===== config.mk =====
export PLATFORM = sky130hd
export DESIGN_NAME = bot_update_ctl
export DESIGN_NICKNAME = d
export VERILOG_FILES = /design/src/rtl/nexys4_pkg.sv /design/src/rtl/sat_counter.sv /design/src/rtl/bot_update_ctl.sv
export SDC_FILE = /design/constraint.sdc
export NUM_CORES = 1
export LEC_CHECK = 0
export BUFFER_PORTS_ARGS = -buffer_cell sky130_fd_sc_hd__buf_4
export CORE_MARGIN = 2
export CORE_UTILIZATION = 40
export CTS_CLUSTER_DIAMETER = 120
export DETAILED_ROUTE_END_ITERATION = 6
export PLACE_DENSITY = 0.68
export SLEW_MARGIN = 40
export SYNTH_ARGS = -nofsm -noshare
export SYNTH_HDL_FRONTEND = slang
export SYNTH_SLANG_ARGS = --single-unit

===== constraint.sdc =====
create_clock -name sysclk -period 2.8 [get_ports sysclk]
set_input_delay 0.84 -clock sysclk [delete_from_list [all_inputs] [get_ports sysclk]]
set_output_delay 0.84 -clock sysclk [all_outputs]
set_load 0.005 [all_outputs]

===== src/rtl/nexys4_pkg.sv =====
// Shared definitions for the nexys4 Rojobot interface: controller state
// encoding, Rojobot register snapshot payload and PicoBlaze port addresses.
package nexys4_pkg;

  localparam int unsigned BOT_REG_W = 8;
  localparam int unsigned PORT_W    = 8;

  typedef enum logic [1:0] {
    IDLE    = 2'd0,
    PEND    = 2'd1,
    SERVICE = 2'd2
  } state_t;

  // One coherent set of Rojobot registers.
  typedef struct packed {
    logic [BOT_REG_W-1:0] locx;
    logic [BOT_REG_W-1:0] locy;
    logic [BOT_REG_W-1:0] botinfo;
    logic [BOT_REG_W-1:0] sensors;
    logic [BOT_REG_W-1:0] lmdist;
    logic [BOT_REG_W-1:0] rmdist;
  } bot_regs_t;

  // Read-mux port addresses for the snapshot registers.
  localparam logic [PORT_W-1:0] PA_LOCX    = 8'h0A;
  localparam logic [PORT_W-1:0] PA_LOCY    = 8'h0B;
  localparam logic [PORT_W-1:0] PA_BOTINFO = 8'h0C;
  localparam logic [PORT_W-1:0] PA_SENSORS = 8'h0D;
  localparam logic [PORT_W-1:0] PA_LMDIST  = 8'h0E;
  localparam logic [PORT_W-1:0] PA_RMDIST  = 8'h0F;

  localparam logic [PORT_W-1:0] PA_LOCX_ALT    = 8'h1A;
  localparam logic [PORT_W-1:0] PA_LOCY_ALT    = 8'h1B;
  localparam logic [PORT_W-1:0] PA_BOTINFO_ALT = 8'h1C;
  localparam logic [PORT_W-1:0] PA_SENSORS_ALT = 8'h1D;
  localparam logic [PORT_W-1:0] PA_LMDIST_ALT  = 8'h1E;
  localparam logic [PORT_W-1:0] PA_RMDIST_ALT  = 8'h1F;

  // Motor-control write port; its write ends the ISR (isr_done decode).
  localparam logic [PORT_W-1:0] PA_MOTCTL_IN = 8'h09;

endpackage


===== src/rtl/sat_counter.sv =====
// Saturating up-counter with clear priority over increment.
// Ports: sysclk, sysreset (sync, active-high), inc, clr, cnt[W-1:0].
module sat_counter #(
  parameter int unsigned W = 8
) (
  input  logic         sysclk,
  input  logic         sysreset,
  input  logic         inc,
  input  logic         clr,
  output logic [W-1:0] cnt
);

  localparam logic [W-1:0] CNT_MAX = {W{1'b1}};

  always_ff @(posedge sysclk) begin
    if (sysreset || clr) begin
      cnt <= '0;
    end else if (inc && (cnt != CNT_MAX)) begin
      cnt <= cnt + W'(1);
    end
  end

endmodule


===== src/rtl/bot_update_ctl.sv =====
// Rojobot update sequencer: snapshots the six Rojobot registers on each
// update pulse, raises a PicoBlaze interrupt, holds the snapshot until the
// ISR completes, coalesces updates arriving meanwhile and counts overruns.
// Ports:
//   sysclk, sysreset            clock, synchronous active-high reset
//   upd_sysregs                 Rojobot update pulse
//   int_enable                  interrupt mode (0 = snapshot tracks live)
//   live_*                      live Rojobot registers
//   interrupt_ack, isr_done     PicoBlaze handshake pulses
//   clr_status                  clears overrun_cnt and timeout_flag
//   snap_*                      frozen snapshot for the read mux
//   interrupt, overrun_cnt, timeout_flag, busy   status (all registered)
module bot_update_ctl
  import nexys4_pkg::*;
#(
  parameter int unsigned ACK_TIMEOUT = 1024,
  parameter int unsigned TMR_W       = 11
) (
  input  logic                 sysclk,
  input  logic                 sysreset,
  input  logic                 upd_sysregs,
  input  logic                 int_enable,
  input  logic [BOT_REG_W-1:0] live_locx,
  input  logic [BOT_REG_W-1:0] live_locy,
  input  logic [BOT_REG_W-1:0] live_botinfo,
  input  logic [BOT_REG_W-1:0] live_sensors,
  input  logic [BOT_REG_W-1:0] live_lmdist,
  input  logic [BOT_REG_W-1:0] live_rmdist,
  input  logic                 interrupt_ack,
  input  logic                 isr_done,
  input  logic                 clr_status,
  output logic [BOT_REG_W-1:0] snap_locx,
  output logic [BOT_REG_W-1:0] snap_locy,
  output logic [BOT_REG_W-1:0] snap_botinfo,
  output logic [BOT_REG_W-1:0] snap_sensors,
  output logic [BOT_REG_W-1:0] snap_lmdist,
  output logic [BOT_REG_W-1:0] snap_rmdist,
  output logic                 interrupt,
  output logic [7:0]           overrun_cnt,
  output logic                 timeout_flag,
  output logic                 busy
);

  localparam int unsigned  CNT_W    = 8;
  localparam logic [TMR_W-1:0] TMR_LAST = TMR_W'(ACK_TIMEOUT - 1);

  state_t           state, state_nxt;
  bot_regs_t        live, snap;
  logic [TMR_W-1:0] timer;
  logic             pend, pend_nxt;
  logic             load_snap, timeout_hit, ovr_inc;

  assign live = '{locx: live_locx, locy: live_locy, botinfo: live_botinfo,
                  sensors: live_sensors, lmdist: live_lmdist, rmdist: live_rmdist};

  assign snap_locx    = snap.locx;
  assign snap_locy    = snap.locy;
  assign snap_botinfo = snap.botinfo;
  assign snap_sensors = snap.sensors;
  assign snap_lmdist  = snap.lmdist;
  assign snap_rmdist  = snap.rmdist;

  // State register.
  always_ff @(posedge sysclk) begin
    if (sysreset) state <= IDLE;
    else          state <= state_nxt;
  end

  // Next state, pending-update tracking and datapath strobes.
  always_comb begin
    state_nxt   = state;
    pend_nxt    = pend;
    load_snap   = 1'b0;
    timeout_hit = 1'b0;
    ovr_inc     = 1'b0;
    case (state)
      IDLE: begin
        if (upd_sysregs) begin
          load_snap = 1'b1;
          if (int_enable) state_nxt = PEND;
        end
      end
      PEND: begin
        ovr_inc = upd_sysregs && pend;
        if (upd_sysregs) pend_nxt = 1'b1;
        if (interrupt_ack) begin
          state_nxt = SERVICE;
        end else if (timer == TMR_LAST) begin
          // Withdrawn interrupt abandons the sequence, pending update too.
          state_nxt   = IDLE;
          timeout_hit = 1'b1;
          pend_nxt    = 1'b0;
        end
      end
      SERVICE: begin
        ovr_inc = upd_sysregs && pend;
        if (upd_sysregs) pend_nxt = 1'b1;
        if (isr_done) begin
          if (pend || upd_sysregs) begin
            load_snap = 1'b1;
            pend_nxt  = 1'b0;
            state_nxt = PEND;
          end else begin
            state_nxt = IDLE;
          end
        end
      end
      default: state_nxt = IDLE;
    endcase
  end

  // Snapshot, timer, pending flag and registered status outputs.
  always_ff @(posedge sysclk) begin
    if (sysreset) begin
      snap         <= '0;
      timer        <= '0;
      pend         <= 1'b0;
      interrupt    <= 1'b0;
      busy         <= 1'b0;
      timeout_flag <= 1'b0;
    end else begin
      if (load_snap) snap <= live;
      // Timer only runs in PEND; it is zero on every entry to PEND.
      if (state == PEND) timer <= timer + TMR_W'(1);
      else               timer <= '0;
      pend      <= pend_nxt;
      interrupt <= (state_nxt == PEND);
      busy      <= (state_nxt != IDLE);
      if (clr_status)       timeout_flag <= 1'b0;
      else if (timeout_hit) timeout_flag <= 1'b1;
    end
  end

  sat_counter #(.W(CNT_W)) u_overrun (
    .sysclk   (sysclk),
    .sysreset (sysreset),
    .inc      (ovr_inc),
    .clr      (clr_status),
    .cnt      (overrun_cnt)
  );

endmodule


Word-level counts from Yosys, hierarchy flattened:

Index checks and enable logic that the tools add are counted.

* bits in registers: 73
* bits of input ports: 55
* output and inout port bits: 59
* logic and storage cells: 52

* add/subtract/negate cells: 2
* eq/ne operators: 5
* multiplexer cells: 21
* bitwise logic cells: 1
* reductions and logical operators: 10

Operator list (number)
* $mux W1: 13
* $add A11 B1 Y11 const B: 1
* $eq A11 B10 Y1 const B: 1
* $mux W2: 5
* $add A8 B1 Y8 const B: 1
* $ne A8 B8 Y1 const B: 1
* $pmux W2 S3: 1
* $reduce_or A2 Y1: 3
* $eq A2 B1 Y1 const B: 2
* $pmux W1 S2: 2
* $reduce_bool A2 Y1: 2
* $eq A2 B2 Y1 const B: 1
* $logic_and A1 B1 Y1: 2
* $logic_not A2 Y1: 1
* $logic_or A1 B1 Y1: 2
* $not A1 Y1: 1

Logic depth before layout (Yosys ltp):

Gate-level depths: netlist of the first run.

* depth after elaboration: 5
* gate-level depth with buffers: 8
* depth with buffers taken out: 6

Cells and area by module:

A second synthesis of the first run with hierarchy kept.

* cells, all modules: 345
* area total of the unflattened synthesis: 2874.0 µm²

Modules (own cells, without submodules)
* bot_update_ctl: instances 1, cells an instance 297, area an instance 2452.4 µm², seq. area each 1301.2 µm²
* sat_counter: instances 1, cells an instance 48, area an instance 421.7 µm², seq. area each 160.2 µm²

Least setup slack after synthesis of the first run:

OpenSTA, ideal clock, no wires.

* kind: in2reg
* start point: in upd_sysregs
* end point: reg snap (netlist bit snap_botinfo[6])
* setup time: 0.070 ns
* arrival time: 1.714 ns
* required time: 2.730 ns
* setup slack: 1.016 ns
* cell stages on the path: 6
* buffers on the path: 2
* path through: nor2_1 o21a_1 buf_2 buf_2 nand2_1 a21oi_1

* cells in the longest elaborated chain, start to end: 4
* elaborated cells on any way between the ends: 5
* those cells by class: mux (4); reduce/logical (1)

RTL lines
* start, declared: line bot_update_ctl.sv:21 `input logic upd_sysregs,`
* $logic_or A1 B1 Y1: line bot_update_ctl.sv:99 `if (pend || upd_sysregs) begin`
* $mux W1: line bot_update_ctl.sv:99
* $mux W1: line bot_update_ctl.sv:98 `if (isr_done) begin`
* $pmux W1 S2 *: line bot_update_ctl.sv:76 `case (state)`
* end signal, assigned: line bot_update_ctl.sv:122 `if (load_snap) snap <= live;`
* end, declared: line bot_update_ctl.sv:48 `bot_regs_t live, snap;`

Every way passes the cells marked *; elsewhere a longest branch is shown, timed or not.
A chain may end at the register's enable or synchronous reset.

Worst setup path after layout of the first run:

* start point: reg state[0]
* end point: reg u_overrun.cnt[1]

* cells in the longest elaborated chain, start to end: 4
* elaborated cells on any way between the ends: 5
* those cells by class: eq/ne (2); mux (1); reduce/logical (2)

RTL lines
* start, declared: line bot_update_ctl.sv:47 `state_t state, state_nxt;`
* start signal, assigned: line bot_update_ctl.sv:66 `else state <= state_nxt;`
* $eq A2 B1 Y1 or $eq A2 B2 Y1 (tied branches): line bot_update_ctl.sv:76
* $reduce_or A2 Y1 (no line) *
* $mux W1 *
* $logic_and A1 B1 Y1 *: line sat_counter.sv:18 `end else if (inc && (cnt != CNT_MAX)) begin`
* end signal, assigned: line sat_counter.sv:19 `cnt <= cnt + W'(1);`
* end, declared: line sat_counter.sv:10 `output logic [W-1:0] cnt`

Marked as above.

==> results of run 1 <==
==> registers in the layout, summed over array words and instances, names as in the netlist <==
name	flops
pend	1
busy	1
snap_botinfo	8
snap_locx	8
timer	11
snap_rmdist	8
timeout_flag	1
snap_lmdist	8
state	2
snap_locy	8
u_overrun.cnt	8
snap_sensors	8
interrupt	1
==> final timing paths <==
kind | start | end | cells after the start
max | state[0] | u_overrun.cnt[1] | 6
max reg2reg | state[0] | u_overrun.cnt[1] | 6
min reg2reg | snap_lmdist[4] | snap_lmdist[4] | 2
min | snap_lmdist[4] | snap_lmdist[4] | 2
==> cell usage in the layout, fill, tap and decap left out, drive strengths merged, types with 4 or more instances in the layout <==
cell type	Yosys	routed
dfxtp	73	73
o21ai	5	5
or3	4	4
nand2	105	105
xnor2	7	7
buf	6	116
a21oi	57	57
nand3	7	7
ha	6	6
inv	5	5
clkbuf	12	9
nor2	18	18
xor2	4	4
bufinv	0	4
==> power breakdown <==
group / total (W) / internal [W] / switching, W / leakage [nW]
Combinational: 0.000359 / 0.000184 / 0.000175 / 1.01
Sequential: 0.00114 / 0.00110 / 0.0000355 / 0.597
Clock: 0.00108 / 0.000683 / 0.000396 / 0.133
Total: 0.00258 / 0.00197 / 0.000607 / 1.74
==> routing by layer <==
metal  up-vias  wire, um  GRT usage (%)
li1       1348         -              -
met1      1169      3087          21.71
met2        80      3154          27.07
met3         7       533          7.743
met4         0       102          5.372
met5         -         0              0
==> stage by stage <==
step / cells / power, W / hold slack (ns)
after floorplan: 339 / 0.001334 / 0.4175
after detailed placement: 533 / 0.001526 / 0.4472
final: 549 / 0.002577 / 0.4560
after global placement: 533 / 0.001518 / 0.4249
after CTS: 549 / 0.002608 / 0.4589
after global routing: 549 / 0.002694 / 0.4704
==> worst min-delay path, stage by stage (launching register included) <==
cell and delay (ns):
dfxtp_1 0.31, nand2_1 0.05, a21oi_1 0.05
==> kinds of logic (layout without fill, tap and decap cells) <==
family / after synthesis / count (layout) / share of synthesized area, %
AO/OA/AOI/OAI: 75 / 75 / 15.74
AND/OR/NAND/NOR: 150 / 150 / 23.41
buffers and inverters: 23 / 137 / 3.618
XOR/XNOR: 11 / 11 / 3.356
flip-flops: 73 / 73 / 50.92
multiplexers: 1 / 1 / 0.3487
adder cells (fa/ha/maj): 6 / 6 / 2.615
==> area by class of cell <==
cell class,count,share of cell area (%)
Clock buffer,9,3.056
Sequential cell,73,36.05
Multi-Input combinational cell,243,32.47
Clock inverter,7,3.519
Timing Repair Buffer,116,21.48
Tap cell,96,2.963
Inverter,5,0.4630
==> results.ini, run 1 <==
[setup_path]
end_kind=register
critPathRequiredTime_ns=3.03
worstPathCellList=inv_1 > ha_1 > nand3_1 > a21oi_1 > mux2i_1 > nor2_1
critical_path.slowest_cell=a21oi_1
crit_path_max_fanout=7
critPathBufInv=1
worstPathArrival_ns=2.22
slowest_delay_ns=0.46
crit_type=register to register
crit_path_start_kind=register
cpLargestDelayFamily=compound AO/OA/AOI/OAI gates
regToRegSetupSlack_ns=0.81

[place]
pre_cts_slack_ns=0.5499
io_buffer_count=113
gp_congestion=0.7413
placed_area_um2=3787
place_hpwl_mm=4.851

[cts]
clk_pin_slew_ns=0.07
clk_latency_ns=0.34
cts_inserted_buffers=9
cts_setup_buffers=0
clock_path_buffers=2
clock_sink_count=73
clock_tree.root_cell=clkbuf_8
cts_tree=done
hold_buffers=0
h-tree-depth=3
cts_resized=0

[synth]
syn_avg_cell_area_um2=8.467
ys.flop_type=dfxtp_1
yosys_warnings=0
yosysUniqueCellTypes=41
ys_seq_elements=73
netlist_instances=339
synth_top_area_cell=dfxtp_1
yosysMostFrequentCell=nand2_1
synth_area_leaders=dfxtp_1 51%, nand2_1 14%, a21oi_1 9.9%
yosysSeqAreaShare_pct=50.92
syn-num-nets=400
synthTopCellsByCount=105 x nand2_1, 73 x dfxtp_1, 57 x a21oi_1
synth.top_cell.area_share_pct=50.92
synth-edff-count=0
async_flop_share_pct=0
synth_area_um2=2870

[worst_hold_path]
hold_path.class=register to register

[die]
fp.dieArea_um2=7869
pin_count=114
start_util_pct=41.79
die_w_um=88.71
coreArea_um2=6869
fp.dieH_um=88.71
row_count=30

[layout]
areaGrowthSynthToFinish_pct=41.24
fin_util_pct=59.02
multi_input_comb_area_um2=1316
final_cell_area_um2=4054
n_fill_cell=646
final-seq-area_um2=1461
final_nets=509
drive_above_1_share_pct=32.01
antenna_cells=0

[timing]
maxSlewViolCount=0
clock.fmax_ghz=0.5025
rsz0062_at_grt=no
fin_tns_setup_ns=0
finalCritPeriodShare_pct=71.08
hold_viol=0
tightest_slew_ns=0.5752
period_needed_ns=1.990
clock_skew_ns=0.008063
maxSlewHeadroom_pct=61.66
setup_viol=0
setup_slack_ns=0.8098

[global_routing]
overflow=0
grt_max_degree=56
antenna_found_initial=0
grt_pass1_wl_mm=10.66
track_usage_pct=17.39
grt_pass1_vias=2366

[outcome]
outcome=finished, final reports clean

[pwr]
ir_drop_uv=363.4
powerDensity_nw_per_um2=635.7
p_leak_nw=1.740

[route]
detail-route-antenna-nets=0
wire_per_inst_um=12.53
wl_mm=6.878
detail_route.drc_violations=0
drtIter0Drc=148
vias_per_cell=4.743
vias=2604
drtPass1Iterations=4

[flow_run]
maxCapViolCount=0

Power figures use the tool's default switching activity.
==> inputs of run 2 (changes only) <==
ABC_AREA = 1   (was not set)
clock period = 1.85 ns   (was 2.8 ns; I/O delays follow)
==> results.ini, run 2 <==
[layout]
multi_input_comb_area_um2=1259  ; was 1316 um2
regMostFlops=timer  ; unchanged
final-seq-area_um2=1461  ; unchanged
antenna_cells=0  ; unchanged
drive_above_1_share_pct=27.47  ; was 32.01%
final_nets=573  ; was 509
n_fill_cell=671  ; was 646
layout_commonest_cell=nand2_1  ; was buf_4
instances_no_fill=616  ; was 549
layout_common_cells=145 x nand2_1, 121 x buf_4, 73 x dfxtp_1  ; was 116 x buf_4, 105 x nand2_1, 73 x dfxtp_1
largest_reg_flops=11  ; unchanged
areaGrowthSynthToFinish_pct=41.79  ; was 41.24%

[place]
gp_congestion=0.7966  ; was 0.7413
dp_cells=600  ; was 533
place_hpwl_mm=5.036  ; was 4.851 mm
io_buffer_count=113  ; unchanged

[die]
fp.dieArea_um2=8013  ; was 7869 um2
row_count=31  ; was 30
fp.dieH_um=89.52  ; was 88.71 um
pin_count=114  ; unchanged
coreArea_um2=7176  ; was 6869 um2
start_util_pct=40.77  ; was 41.79%
die_w_um=89.52  ; was 88.71 um

[timing]
finalCritPeriodShare_pct=90.41  ; was 71.08%
rsz0062_at_grt=no  ; unchanged
setup_viol=0  ; unchanged
clock.fmax_ghz=0.5979  ; was 0.5025 GHz
maxSlewHeadroom_pct=77.82  ; was 61.66%
clock_skew_ns=0.009744  ; was 0.008063 ns
period_needed_ns=1.673  ; was 1.990 ns
tightest_slew_ns=0.3327  ; was 0.5752 ns
hold_viol=0  ; unchanged
fin_tns_setup_ns=0  ; unchanged
maxSlewViolCount=0  ; unchanged

[pwr]
sw_frac_of_total_pct=23.96  ; was 23.54%
p_leak_nw=1.867  ; was 1.740 nW
powerDensity_nw_per_um2=906.2  ; was 635.7 nW/um2
p_int_w=0.002858  ; was 0.001971 W
p_sw_w=0.0009006  ; was 0.0006066 W
ir_drop_uv=474.2  ; was 363.4 uV
pwr-share-comb_pct=14.7  ; was 13.9%
p_clk_share_pct=39.6  ; was 41.9%
p_seq_share_pct=45.7  ; was 44.2%

[cts]
clk_pin_slew_ns=0.08  ; was 0.07 ns
clock_sink_count=73  ; unchanged
hold_buffers=0  ; unchanged
clock_tree.root_cell=clkbuf_8  ; unchanged
cts_inserted_buffers=9  ; unchanged
cts_resized=0  ; unchanged
cts_tree=done  ; unchanged
clock_path_buffers=2  ; unchanged
cts_setup_buffers=0  ; unchanged
h-tree-depth=3  ; unchanged
clk_latency_ns=0.34  ; about the same

[setup_path]
cpLargestDelayFamily=compound AO/OA/AOI/OAI gates  ; unchanged
slowest_delay_ns=0.37  ; was 0.46 ns
end_kind=register  ; unchanged
critPathRequiredTime_ns=2.12  ; was 3.03 ns
crit_path_max_fanout=37  ; was 7
critPathBufInv=2  ; was 1
worstPathCellList=inv_1 > ha_1 > nand2_1 > nor2_1 > a21oi_4 > buf_12 > nand2_1 > a21oi_1  ; was inv_1 > ha_1 > nand3_1 > a21oi_1 > mux2i_1 > nor2_1
critical_path.slowest_cell=dfxtp_1  ; was a21oi_1
crit_type=register to register  ; unchanged
crit_path_start_kind=register  ; unchanged
crit_path_frequent_cell=nand2_1
worstPathArrival_ns=1.94  ; was 2.22 ns

[synth]
synthTopCellsByCount=145 x nand2_1, 73 x dfxtp_1, 61 x a21oi_1  ; was 105 x nand2_1, 73 x dfxtp_1, 57 x a21oi_1
ys_seq_elements=73  ; unchanged
ys.flop_type=dfxtp_1  ; unchanged
yosysUniqueCellTypes=23  ; was 41
synth.top_cell.area_share_pct=49.96  ; was 50.92%
syn_avg_cell_area_um2=7.425  ; was 8.467 um2
synth_top_area_cell=dfxtp_1  ; unchanged
syn-num-nets=455  ; was 400
synth-edff-count=0  ; unchanged
async_flop_share_pct=0  ; unchanged
synth_area_um2=2925  ; was 2870 um2
synth_area_leaders=dfxtp_1 50%, nand2_1 19%, a21oi_1 10%  ; was dfxtp_1 51%, nand2_1 14%, a21oi_1 9.9%
yosys_warnings=0  ; unchanged
yosysSeqAreaShare_pct=49.96  ; was 50.92%
netlist_instances=394  ; was 339
yosysMostFrequentCell=nand2_1  ; unchanged

[global_routing]
grt_max_degree=49  ; was 56
track_usage_pct=16.64  ; was 17.39%
grt_pass1_wl_mm=10.34  ; was 10.66 mm
grt_pass1_vias=2298  ; was 2366
antenna_found_initial=0  ; unchanged
overflow=0  ; unchanged

[route]
wl_mm=6.929  ; was 6.878 mm
wire_per_inst_um=11.25  ; was 12.53 um
drtIter0Drc=85  ; was 148
drtPass1Iterations=4  ; unchanged
detail-route-antenna-nets=0  ; unchanged
vias=2851  ; was 2604
detail_route.drc_violations=0  ; unchanged
vias_per_cell=4.628  ; was 4.743

[worst_hold_path]
hold_path.class=input pin to register  ; was register to register

[flow_run]
maxCapViolCount=0  ; unchanged

[outcome]
outcome=finished, final reports clean  ; unchanged

==> run 2: tightest hold or removal path, stage by stage <==
cell and delay, ns:
buf_4 0.11, nand2_1 0.05, a21oi_1 0.05
==> run 2: layer usage <==
metal  track usage [%]  vias up  part of all wire [%]
met2             25.99       79                    48
li1                  -     1493                     -
met4             8.548        0                   1.9
met1             21.05     1269                    44
met3             4.524       10                   5.8
met5                 0        -                     0
==> run 2: cell families after synthesis <==
kind of cell | count (synthesis) | share of synthesized area (%)
fa+ha+maj | 6 | 2.566
buf+inv | 46 | 7.271
simple gates | 192 | 26.05
xor+xnor | 4 | 1.197
compound gates | 73 | 12.96
flops | 73 | 49.96
==> run 2: final cells by class <==
cell class | instances | area share [%]
well taps | 99 | 2.986
repair buffers | 123 | 22.87
flip-flops and latches | 73 | 35.23
clock buffers | 10 | 3.077
multi-input cells | 275 | 30.35
clock inverters | 6 | 2.775
inverters | 30 | 2.715
==> run 2: power by group through the flow <==
stage | clock (W) | sequential [W] | combinational, W
6_report | 0.00149 | 0.00172 | 0.000552
5_1_grt | 0.00161 | 0.00173 | 0.000613
4_1_cts | 0.00153 | 0.00172 | 0.000561
3_5_place_dp | 0 | 0.00175 | 0.000558
3_3_place_gp | 0 | 0.00175 | 0.000546
2_1_floorplan | 0 | 0.00176 | 0.000260
==> run 2: worst paths after layout <==
kind / cells after the start / startpoint / slack (ns) / endpoint
max reg2reg: 8 / state[0] / 0.18 / snap_rmdist[2]
max: 8 / state[0] / 0.18 / snap_rmdist[2]
min reg2reg: 2 / snap_lmdist[5] / 0.46 / snap_lmdist[5]
min: 3 / live_lmdist[0] / 0.46 / snap_lmdist[0]
==> run 2: per-stage QoR <==
| stage | hold slack, ns | power [W] | utilization, % | setup slack (ns) | instance area (um2) |
|---|---|---|---|---|---|
| floorplan | 0.4598 | 0.002020 | - | 0.3857 | 2925 |
| global placement | 0.4503 | 0.002299 | 54.42 | 0.2190 | 3905 |
| detailed placement | 0.4558 | 0.002311 | 54.42 | 0.1397 | 3905 |
| CTS | 0.4478 | 0.003811 | 57.80 | 0.1526 | 4148 |
| global route | 0.4453 | 0.003948 | 57.80 | 0.009609 | 4148 |
| finish | 0.4640 | 0.003759 | 57.80 | 0.1774 | 4148 |
==> inputs of run 3 (changes only) <==
ABC_AREA = not set   (was 1)
==> results.ini, run 3 (same netlist as run 1, synthesis figures left out) <==
[layout]
final-seq-area_um2=1461  ; unchanged
regMostFlops=timer  ; unchanged
areaGrowthSynthToFinish_pct=44.46  ; was 41.79%
n_fill_cell=648  ; was 671
final_cell_area_um2=4146  ; was 4148 um2
antenna_cells=0  ; unchanged
multi_input_comb_area_um2=1373  ; was 1259 um2
largest_reg_flops=11  ; unchanged
drive_above_1_share_pct=34.20  ; was 27.47%
final_nets=518  ; was 573
instances_no_fill=558  ; was 616
layout_commonest_cell=buf_4  ; was nand2_1
layout_common_cells=122 x buf_4, 105 x nand2_1, 73 x dfxtp_1  ; was 145 x nand2_1, 121 x buf_4, 73 x dfxtp_1

[die]
pin_count=114  ; unchanged
start_util_pct=41.79  ; was 40.77%
die_w_um=88.71  ; was 89.52 um
coreArea_um2=6869  ; was 7176 um2
fp.dieH_um=88.71  ; was 89.52 um
row_count=30  ; was 31
fp.dieArea_um2=7869  ; was 8013 um2

[setup_path]
worstPathCellList=ha_2 > nand3_1 > or3_4 > a221oi_4 > a211oi_1  ; was inv_1 > ha_1 > nand2_1 > nor2_1 > a21oi_4 > buf_12 > nand2_1 > a21oi_1
cp_num_cells=5  ; was 8
critPathRequiredTime_ns=2.06  ; was 2.12 ns
crit_path_start_kind=register  ; unchanged
critPathBufInv=0  ; was 2
slowest_delay_ns=0.44  ; was 0.37 ns
crit_path_max_fanout=4  ; was 37
crit_type=register to register  ; unchanged
critical_path.slowest_cell=or3_4  ; was dfxtp_1
worstPathArrival_ns=1.95  ; was 1.94 ns
end_kind=register  ; unchanged
r2r_cells=5  ; was 8
cpLargestDelayFamily=simple AND/OR/NAND/NOR gates  ; was compound AO/OA/AOI/OAI gates

[timing]
fin_tns_setup_ns=0  ; unchanged
maxSlewViolCount=0  ; unchanged
maxSlewHeadroom_pct=71.67  ; was 77.82%
hold_viol=0  ; unchanged
tightest_slew_ns=0.4250  ; was 0.3327 ns
setup_viol=0  ; unchanged
clock.fmax_ghz=0.5733  ; was 0.5979 GHz
finalCritPeriodShare_pct=94.28  ; was 90.41%
period_needed_ns=1.744  ; was 1.673 ns
rsz0062_at_grt=yes  ; was no
clock_skew_ns=0.01006  ; was 0.009744 ns

[route]
drtIter0Drc=84  ; was 85
vias_per_cell=4.797  ; was 4.628
drtPass1Iterations=4  ; unchanged
detail_route.drc_violations=0  ; unchanged
wl_mm=6.989  ; was 6.929 mm
wire_per_inst_um=12.53  ; was 11.25 um
detail-route-antenna-nets=0  ; unchanged
vias=2677  ; was 2851

[worst_hold_path]
whs_path_depth=3  ; unchanged
hold_path.class=input pin to register  ; unchanged

[flow_run]
maxCapViolCount=0  ; unchanged

[cts]
clock_path_buffers=2  ; unchanged
cts_tree=done  ; unchanged
clk_latency_ns=0.34  ; about the same
cts_inserted_buffers=9  ; unchanged
clock_tree.root_cell=clkbuf_8  ; unchanged
clock_sink_count=73  ; unchanged
clk_pin_slew_ns=0.08  ; about the same
hold_buffers=0  ; unchanged
h-tree-depth=3  ; unchanged

[global_routing]
grt_max_degree=49  ; unchanged
grt_pass1_wl_mm=10.94  ; was 10.34 mm
grt_pass1_vias=2405  ; was 2298
antenna_found_initial=0  ; unchanged
overflow=0  ; unchanged
track_usage_pct=17.77  ; was 16.64%

[place]
placed_area_um2=3895  ; was 3905 um2
gp_congestion=0.7596  ; was 0.7966
io_buffer_count=113  ; unchanged
dp_cells=542  ; was 600
place_hpwl_mm=4.986  ; was 5.036 mm

[pwr]
ir_drop_uv=450.0  ; was 474.2 uV
p_leak_nw=1.758  ; was 1.867 nW
power.total_w=0.003550  ; was 0.003759 W
powerDensity_nw_per_um2=856.0  ; was 906.2 nW/um2

[outcome]
outcome=finished, final reports clean  ; unchanged

[run 3: final timing paths]
kind	startpoint	to	slack [ns]
min reg2reg	timer[0]	timer[0]	0.45
min	live_rmdist[6]	snap_rmdist[6]	0.45
max	timer[0]	busy	0.11
max reg2reg	timer[0]	busy	0.11
[run 3: per-layer routing]
layer  vias to the layer above  track usage, %  wire [um]
met5                         -               0          0
met2                        76           27.00       3229
li1                       1362               -          -
met3                        11           4.944        479
met1                      1228           23.34       3169
met4                         0           8.402        110
[run 3: tightest hold or removal path, stage by stage]
cell and delay [ns]:
buf_4 0.11, nand2_1 0.04, a21oi_1 0.05
[run 3: power by group]
group	switching (W)	leakage, nW	internal, W
registers	0.0000503	0.597	0.00167
logic	0.000281	1.07	0.000320
clock network	0.000601	0.0929	0.000628
[run 3: repair_timing]
action,CTS,global route
endpoints found under the hold margin,0,0
pin swaps,0,0
endpoints found under the setup margin,5,6
setup buffers,0,0
resized for setup,2,6
[run 3: cell type report]
class | instances | area share, %
Tap cell | 96 | 2.897
Timing Repair Buffer | 125 | 23.60
Multi-Input combinational cell | 243 | 33.10
Inverter | 5 | 0.4526
Clock buffer | 10 | 3.078
Clock inverter | 6 | 1.629
Sequential cell | 73 | 35.24
[run 3: per-stage QoR]
stage	util, %	hold WS, ns	setup WS [ns]
after CTS	59.67	0.4361	0.04100
after global placement	56.08	0.4305	-0.1369
after detailed placement	56.70	0.4389	-0.06513
after floorplan	-	0.4175	0.2035
after global routing	60.36	0.4447	-0.01246
final	60.36	0.4500	0.1058
